==> src/rtl/bus_regfile_if.sv <==
// Core/host bus bundle for bus_regfile: request/response handshake, writeback and host write port.
interface bus_regfile_if;
  localparam int unsigned DW = 4;
  localparam int unsigned AW = 4;

  logic [3:0]    busreq;
  logic [AW-1:0] opnd;
  logic          done;
  logic [DW-1:0] result;
  logic          carry;
  logic [AW-1:0] wb_dest;
  logic          host_we;
  logic [AW-1:0] host_addr;
  logic [DW-1:0] host_wdata;
  logic [DW-1:0] data_out;
  logic          data_valid;
  logic [AW-1:0] next_opnd;
  logic          opnd_valid;
  logic          carry_flag;
  logic          bad_req;

  modport master (
    output busreq, opnd, done, result, carry, wb_dest, host_we, host_addr, host_wdata,
    input  data_out, data_valid, next_opnd, opnd_valid, carry_flag, bad_req
  );

  modport slave (
    input  busreq, opnd, done, result, carry, wb_dest, host_we, host_addr, host_wdata,
    output data_out, data_valid, next_opnd, opnd_valid, carry_flag, bad_req
  );
endinterface

==> src/rtl/bus_regfile.sv <==
// 16x4 register file serving core read/operand handshakes, host writes and optional writeback.
// Macro BUS_REGFILE_WB_EN enables the done-triggered writeback path (WB state, carry_flag).
module bus_regfile #(
  parameter logic [3:0] RESET_OPND = 4'd3
) (
  input logic          clk,
  input logic          rst,
  bus_regfile_if.slave bus
);
  localparam int unsigned DW   = 4;
  localparam int unsigned AW   = 4;
  localparam int unsigned NREG = 16;

  localparam logic [3:0] REQ_IDLE = 4'b0000;
  localparam logic [3:0] REQ_READ = 4'b0001;
  localparam logic [3:0] REQ_OPND = 4'b0011;

`ifdef BUS_REGFILE_WB_EN
  typedef enum logic [1:0] {IDLE, READ, OPND, WB} state_t;
`else
  typedef enum logic [1:0] {IDLE, READ, OPND} state_t;
`endif

  state_t        state_q, state_d;
  logic [DW-1:0] regs [NREG];
  logic [AW-1:0] ptr_q, ptr_d;
  logic [3:0]    busreq_q;
  logic [DW-1:0] data_out_q, data_out_d;
  logic          data_valid_q, data_valid_d;
  logic [AW-1:0] next_opnd_q, next_opnd_d;
  logic          opnd_valid_q, opnd_valid_d;
  logic          carry_flag_q, carry_flag_d;
  logic          bad_req_q, bad_req_d;

`ifdef BUS_REGFILE_WB_EN
  logic done_q;
  logic wb_fire;
  logic wb_we;

  assign wb_fire = bus.done & ~done_q;
  // Host write wins a same-register collision; the writeback data is dropped.
  assign wb_we   = wb_fire && (bus.wb_dest != '0) &&
                   !(bus.host_we && (bus.host_addr == bus.wb_dest));

  always_ff @(posedge clk or posedge rst) begin
    if (rst) done_q <= 1'b0;
    else     done_q <= bus.done;
  end
`else
  logic unused_wb;
  assign unused_wb = ^{bus.done, bus.result, bus.carry, bus.wb_dest};
`endif

  // Register storage; R0 is never written so it always reads zero.
  always_ff @(posedge clk or posedge rst) begin
    if (rst) begin
      for (int i = 0; i < NREG; i++) regs[i] <= '0;
    end else begin
      if (bus.host_we && (bus.host_addr != '0)) regs[bus.host_addr] <= bus.host_wdata;
`ifdef BUS_REGFILE_WB_EN
      if (wb_we) regs[bus.wb_dest] <= bus.result;
`endif
    end
  end

  always_ff @(posedge clk or posedge rst) begin
    if (rst) begin
      state_q      <= IDLE;
      ptr_q        <= RESET_OPND;
      busreq_q     <= REQ_IDLE;
      data_out_q   <= '0;
      data_valid_q <= 1'b0;
      next_opnd_q  <= '0;
      opnd_valid_q <= 1'b0;
      carry_flag_q <= 1'b0;
      bad_req_q    <= 1'b0;
    end else begin
      state_q      <= state_d;
      ptr_q        <= ptr_d;
      busreq_q     <= bus.busreq;
      data_out_q   <= data_out_d;
      data_valid_q <= data_valid_d;
      next_opnd_q  <= next_opnd_d;
      opnd_valid_q <= opnd_valid_d;
      carry_flag_q <= carry_flag_d;
      bad_req_q    <= bad_req_d;
    end
  end

  always_comb begin
    state_d      = state_q;
    ptr_d        = ptr_q;
    data_out_d   = data_out_q;
    data_valid_d = data_valid_q;
    next_opnd_d  = next_opnd_q;
    opnd_valid_d = opnd_valid_q;
    carry_flag_d = carry_flag_q;
    // Pulse only on the edge an unknown code first appears.
    bad_req_d    = (bus.busreq != busreq_q) && (bus.busreq != REQ_IDLE) &&
                   (bus.busreq != REQ_READ) && (bus.busreq != REQ_OPND);

    case (state_q)
      IDLE: begin
        if (bus.busreq == REQ_READ) begin
          state_d      = READ;
          data_out_d   = regs[bus.opnd];
          data_valid_d = 1'b1;
        end else if (bus.busreq == REQ_OPND) begin
          state_d      = OPND;
          next_opnd_d  = ptr_q;
          opnd_valid_d = 1'b1;
        end
      end
      READ: begin
        if (bus.busreq != REQ_READ) begin
          state_d      = IDLE;
          data_valid_d = 1'b0;
        end
      end
      OPND: begin
        if (bus.busreq != REQ_OPND) begin
          state_d      = IDLE;
          opnd_valid_d = 1'b0;
          ptr_d        = ptr_q + AW'(1);
        end
      end
`ifdef BUS_REGFILE_WB_EN
      WB:      state_d = IDLE;
`endif
      default: state_d = IDLE;
    endcase

`ifdef BUS_REGFILE_WB_EN
    // A done edge preempts any handshake without advancing the pointer.
    if (wb_fire) begin
      state_d      = WB;
      ptr_d        = ptr_q;
      data_valid_d = 1'b0;
      opnd_valid_d = 1'b0;
      carry_flag_d = bus.carry;
    end
`else
    carry_flag_d = 1'b0;
`endif
  end

  assign bus.data_out   = data_out_q;
  assign bus.data_valid = data_valid_q;
  assign bus.next_opnd  = next_opnd_q;
  assign bus.opnd_valid = opnd_valid_q;
  assign bus.carry_flag = carry_flag_q;
  assign bus.bad_req    = bad_req_q;
endmodule

==> src/flat_wrapper.sv <==
// flat-port wrapper written by rule: the top's interface ports become plain ports
module bus_regfile_flat 
#(
  parameter logic [3:0] RESET_OPND = 4'd3
)
  (clk, rst, bus_busreq, bus_opnd, bus_done, bus_result, bus_carry, bus_wb_dest, bus_host_we, bus_host_addr, bus_host_wdata, bus_data_out, bus_data_valid, bus_next_opnd, bus_opnd_valid, bus_carry_flag, bus_bad_req);
  bus_regfile_if bus_i ();
  input logic clk;
  input logic rst;
  input wire logic [$bits(bus_i.busreq)-1:0] bus_busreq;
  input wire logic [$bits(bus_i.opnd)-1:0] bus_opnd;
  input wire logic [$bits(bus_i.done)-1:0] bus_done;
  input wire logic [$bits(bus_i.result)-1:0] bus_result;
  input wire logic [$bits(bus_i.carry)-1:0] bus_carry;
  input wire logic [$bits(bus_i.wb_dest)-1:0] bus_wb_dest;
  input wire logic [$bits(bus_i.host_we)-1:0] bus_host_we;
  input wire logic [$bits(bus_i.host_addr)-1:0] bus_host_addr;
  input wire logic [$bits(bus_i.host_wdata)-1:0] bus_host_wdata;
  output wire logic [$bits(bus_i.data_out)-1:0] bus_data_out;
  output wire logic [$bits(bus_i.data_valid)-1:0] bus_data_valid;
  output wire logic [$bits(bus_i.next_opnd)-1:0] bus_next_opnd;
  output wire logic [$bits(bus_i.opnd_valid)-1:0] bus_opnd_valid;
  output wire logic [$bits(bus_i.carry_flag)-1:0] bus_carry_flag;
  output wire logic [$bits(bus_i.bad_req)-1:0] bus_bad_req;
  assign bus_i.busreq = bus_busreq;
  assign bus_i.opnd = bus_opnd;
  assign bus_i.done = bus_done;
  assign bus_i.result = bus_result;
  assign bus_i.carry = bus_carry;
  assign bus_i.wb_dest = bus_wb_dest;
  assign bus_i.host_we = bus_host_we;
  assign bus_i.host_addr = bus_host_addr;
  assign bus_i.host_wdata = bus_host_wdata;
  assign bus_data_out = bus_i.data_out;
  assign bus_data_valid = bus_i.data_valid;
  assign bus_next_opnd = bus_i.next_opnd;
  assign bus_opnd_valid = bus_i.opnd_valid;
  assign bus_carry_flag = bus_i.carry_flag;
  assign bus_bad_req = bus_i.bad_req;
  bus_regfile #(.RESET_OPND(RESET_OPND)) u_core (.clk(clk), .rst(rst), .bus(bus_i));
endmodule
==> config.mk <==
export PLATFORM = sky130hd
export DESIGN_NAME = bus_regfile_flat
export DESIGN_NICKNAME = d
export VERILOG_FILES = /design/src/rtl/bus_regfile_if.sv /design/src/rtl/bus_regfile.sv /design/src/flat_wrapper.sv
export SDC_FILE = /design/constraint.sdc
export NUM_CORES = 1
export LEC_CHECK = 0
export BUFFER_PORTS_ARGS = -buffer_cell sky130_fd_sc_hd__buf_2
export CORE_MARGIN = 2
export CORE_UTILIZATION = 50
export DETAILED_ROUTE_END_ITERATION = 6
export PLACE_DENSITY = 0.81
export SYNTH_ARGS = -nofsm -noshare
export SYNTH_HDL_FRONTEND = slang
export SYNTH_SLANG_ARGS = --single-unit
==> constraint.sdc <==
create_clock -name clk -period 3.4 [get_ports clk]
set_clock_uncertainty 0.05 [all_clocks]
set_input_delay 0.68 -clock clk [delete_from_list [all_inputs] [get_ports clk]]
set_output_delay 0.68 -clock clk [all_outputs]
set_load 0.05 [all_outputs]
==> results.json <==
{
  "status": "completed",
  "grt_overflow": 0,
  "fin_crit_ns": 1.955,
  "power_density_nw_per_um2": 665.1,
  "hold_buffers": 0,
  "layout-drive-gt1-share_pct": 47.70,
  "fin_cells": 382,
  "p_leak_nw": 1.852,
  "grt_use_total_pct": 18.33,
  "post_cts_resized": 0,
  "fmaxAchievable_mhz": 511.4,
  "ys_warn_count": 0,
  "initialDrtViolationCount": 104,
  "design_area_um2": 4205,
  "detail_route.wl_per_cell_um": 18.09,
  "start_kind": "input pin",
  "r2r-start": "u_core.state_q[0]$_DFFE_PP0P_",
  "dr.max_layer_used": "met4",
  "timing.final.hold_violations": 0,
  "gp_congestion": 0.7661,
  "end_kind": "register",
  "start_util_pct": 51.75,
  "met2_length_mm": 3.303,
  "clk_latency_ns": 0.35,
  "hold_start": "u_core.regs[60]$_DFFE_PP0P_",
  "hpwl_mm": 4.768,
  "yosysTopAreaCellShare_pct": 55.04,
  "cts_made_buffers": 9,
  "fin_nets": 308,
  "tightest_slew_ns": 0.7646,
  "die_x_um": 90.88,
  "netlist_top_cells_area": "dfrtp_1 (55%), mux2_2 (20%), mux4_2 (9.5%)",
  "maxSlewHeadroom_pct": 48.97,
  "grt_max_degree": 45,
  "area_delta_synth_final_pct": 11.44,
  "ys.flop_type": "dfrtp_1",
  "crit_arrival_ns": 2.16,
  "fin_setup_tns_ns": 0,
  "wl_met1_mm": 3.201,
  "ys_seq_elements": 85,
  "fillers": 618,
  "hold_ws_ns": 0.3335,
  "fin_crit_sh_pct": 57.51,
  "mappedNetlistArea_um2": 3774,
  "synth_top_cell_by_area": "dfrtp_1",
  "maxCapViolCount": 0,
  "dr.pass1.iters": 5,
  "antenna_found_initial": 0,
  "hp-class": "register to register",
  "path_class": "input pin to register",
  "synth_area_per_cell_um2": 14.97,
  "synth_common_cells": "dfrtp_1 (83), mux2_2 (68), mux4_2 (16)",
  "vias": 2164,
  "die_h_um": 90.88,
  "core.rowCount": 31,
  "syn-instance-count": 252,
  "ys_async_sr_fraction_pct": 100.0,
  "grt_pass1_wl_mm": 11.54,
  "drc": 0,
  "wl_mm": 6.909,
  "dieArea_um2": 8258,
  "dr_wl_met3_um": 287,
  "postCtsSetupBuffers": 0,
  "final_max_slew_viol_count": 0,
  "clkSlewWorstSetupHoldPaths_ns": 0.09,
  "power_mw": 2.797,
  "clk_path_buf_depth": 2,
  "peakVddDrop_mv": 0.5141,
  "grt_pass1_vias": 2178,
  "synth.most_common_cell": "dfrtp_1",
  "clock_sinks": 85,
  "cts_tree": "done",
  "io_pins": 41,
  "num_antenna_cells": 0,
  "startpoint": "bus_opnd[0]",
  "cts_root_buf": "clkbuf_8",
  "yosysSeqAreaShare_pct": 56.43,
  "fp.coreArea_um2": 7292,
  "cp_data_required_time_ns": 3.61,
  "crit_fanout": 12,
  "synth_cell_type_count": 36,
  "antenna_left": 0,
  "synth-edff-count": 0,
  "place_inst": 366,
  "via_per_inst": 5.665,
  "placed_cell_area_um2": 3986,
  "syn_nets": 282,
  "htreeDepth": 3,
  "port_buffers": 29,
  "setup_violations": 0,
  "rsz0062_at_grt": "no"
}
placed cells by master, fill, tap and decap left out, types with 2 or more instances in the layout:
cell       instances
mux2i_1            7
mux4_2            16
nand3b_1           3
inv_1              2
nor2_1            12
mux2_2            68
xnor2_1            2
dfstp_2            2
o21ai_0            5
nand2_1            6
clkbuf_8          10
clkinv_2           2
xor2_1             5
dfrtp_1           83
clkbuf_1           2
bufinv_16          2
buf_2             29
nand2b_1           4
or3_1              3
worst max-delay path, cell delays in order:
cell and delay, ns:
buf_2 0.34, mux4_2 0.54, nor2b_1 0.15, a211o_1 0.28
a22o_1 0.17
per-stage QoR:
stage	utilization, %	worst slack (ns)
detailed placement	54.67	1.050
global placement	54.67	1.054
CTS	57.67	1.438
floorplan	-	0.4798
finish	57.67	1.445
global route	57.67	1.367
per-layer routing:
metal	GRT usage (%)	vias to the layer above
met5	0	-
met4	6.439	0
met3	4.591	10
met2	28.23	62
met1	25.57	1132
li1	-	960
worst paths after layout:
path | to | slack [ns] | cells after the start
min in group asynchronous | u_core.state_q[1]$_DFFE_PP0P_ | 0.39 | 2
worst max-delay path | u_core.bus.data_out[1]$_DFFE_PP0P_ | 1.44 | 5
worst min register to register | u_core.regs[60]$_DFFE_PP0P_ | 0.33 | 0
worst min-delay path | u_core.regs[60]$_DFFE_PP0P_ | 0.33 | 0
worst max register to register | u_core.ptr_q[3]$_DFFE_PP0P_ | 1.80 | 3
max in group asynchronous | u_core.regs[38]$_DFFE_PP0P_ | 2.26 | 3
report_power, final:
group / switching, mW / internal [mW]
clock network: 0.349 / 0.435
registers: 0.126 / 1.25
logic: 0.330 / 0.304
flip-flops by register name, summed over array words and instances, names as in the netlist:
name                   count
u_core.state_q             2
u_core.ptr_q               4
u_core.bus.data_valid      1
u_core.bus.opnd_valid      1
u_core.bus.next_opnd       4
u_core.bus.bad_req         1
u_core.busreq_q            4
u_core.regs               64
u_core.bus.data_out        4
area by class of cell:
class                   instances  area [µm²]  area share, %
repair buffers                 30       165.2          3.927
well taps                      99       123.9          2.946
flip-flops and latches         85        2130          50.64
multi-input cells             149        1555          36.98
clock inverters                 4       73.82          1.755
clock buffers                  12       145.1          3.451
inverters                       3       12.51         0.2975
cell families (layout without fill, tap and decap cells):
group                      Yosys count  after routing  synth area share (%)
muxes                               91             91                 31.70
DFF                                 85             85                 56.43
and+or+nand+nor                     38             38                 5.603
buffers and inverters               18             49                 2.354
AOI/OAI and AO/OA                   11             11                 1.857
xor gates and xnor gates             7              7                 1.625
adders and majority gates            1              1                0.3315
other                                1              1               0.09937
Power figures use the tool's default switching activity.
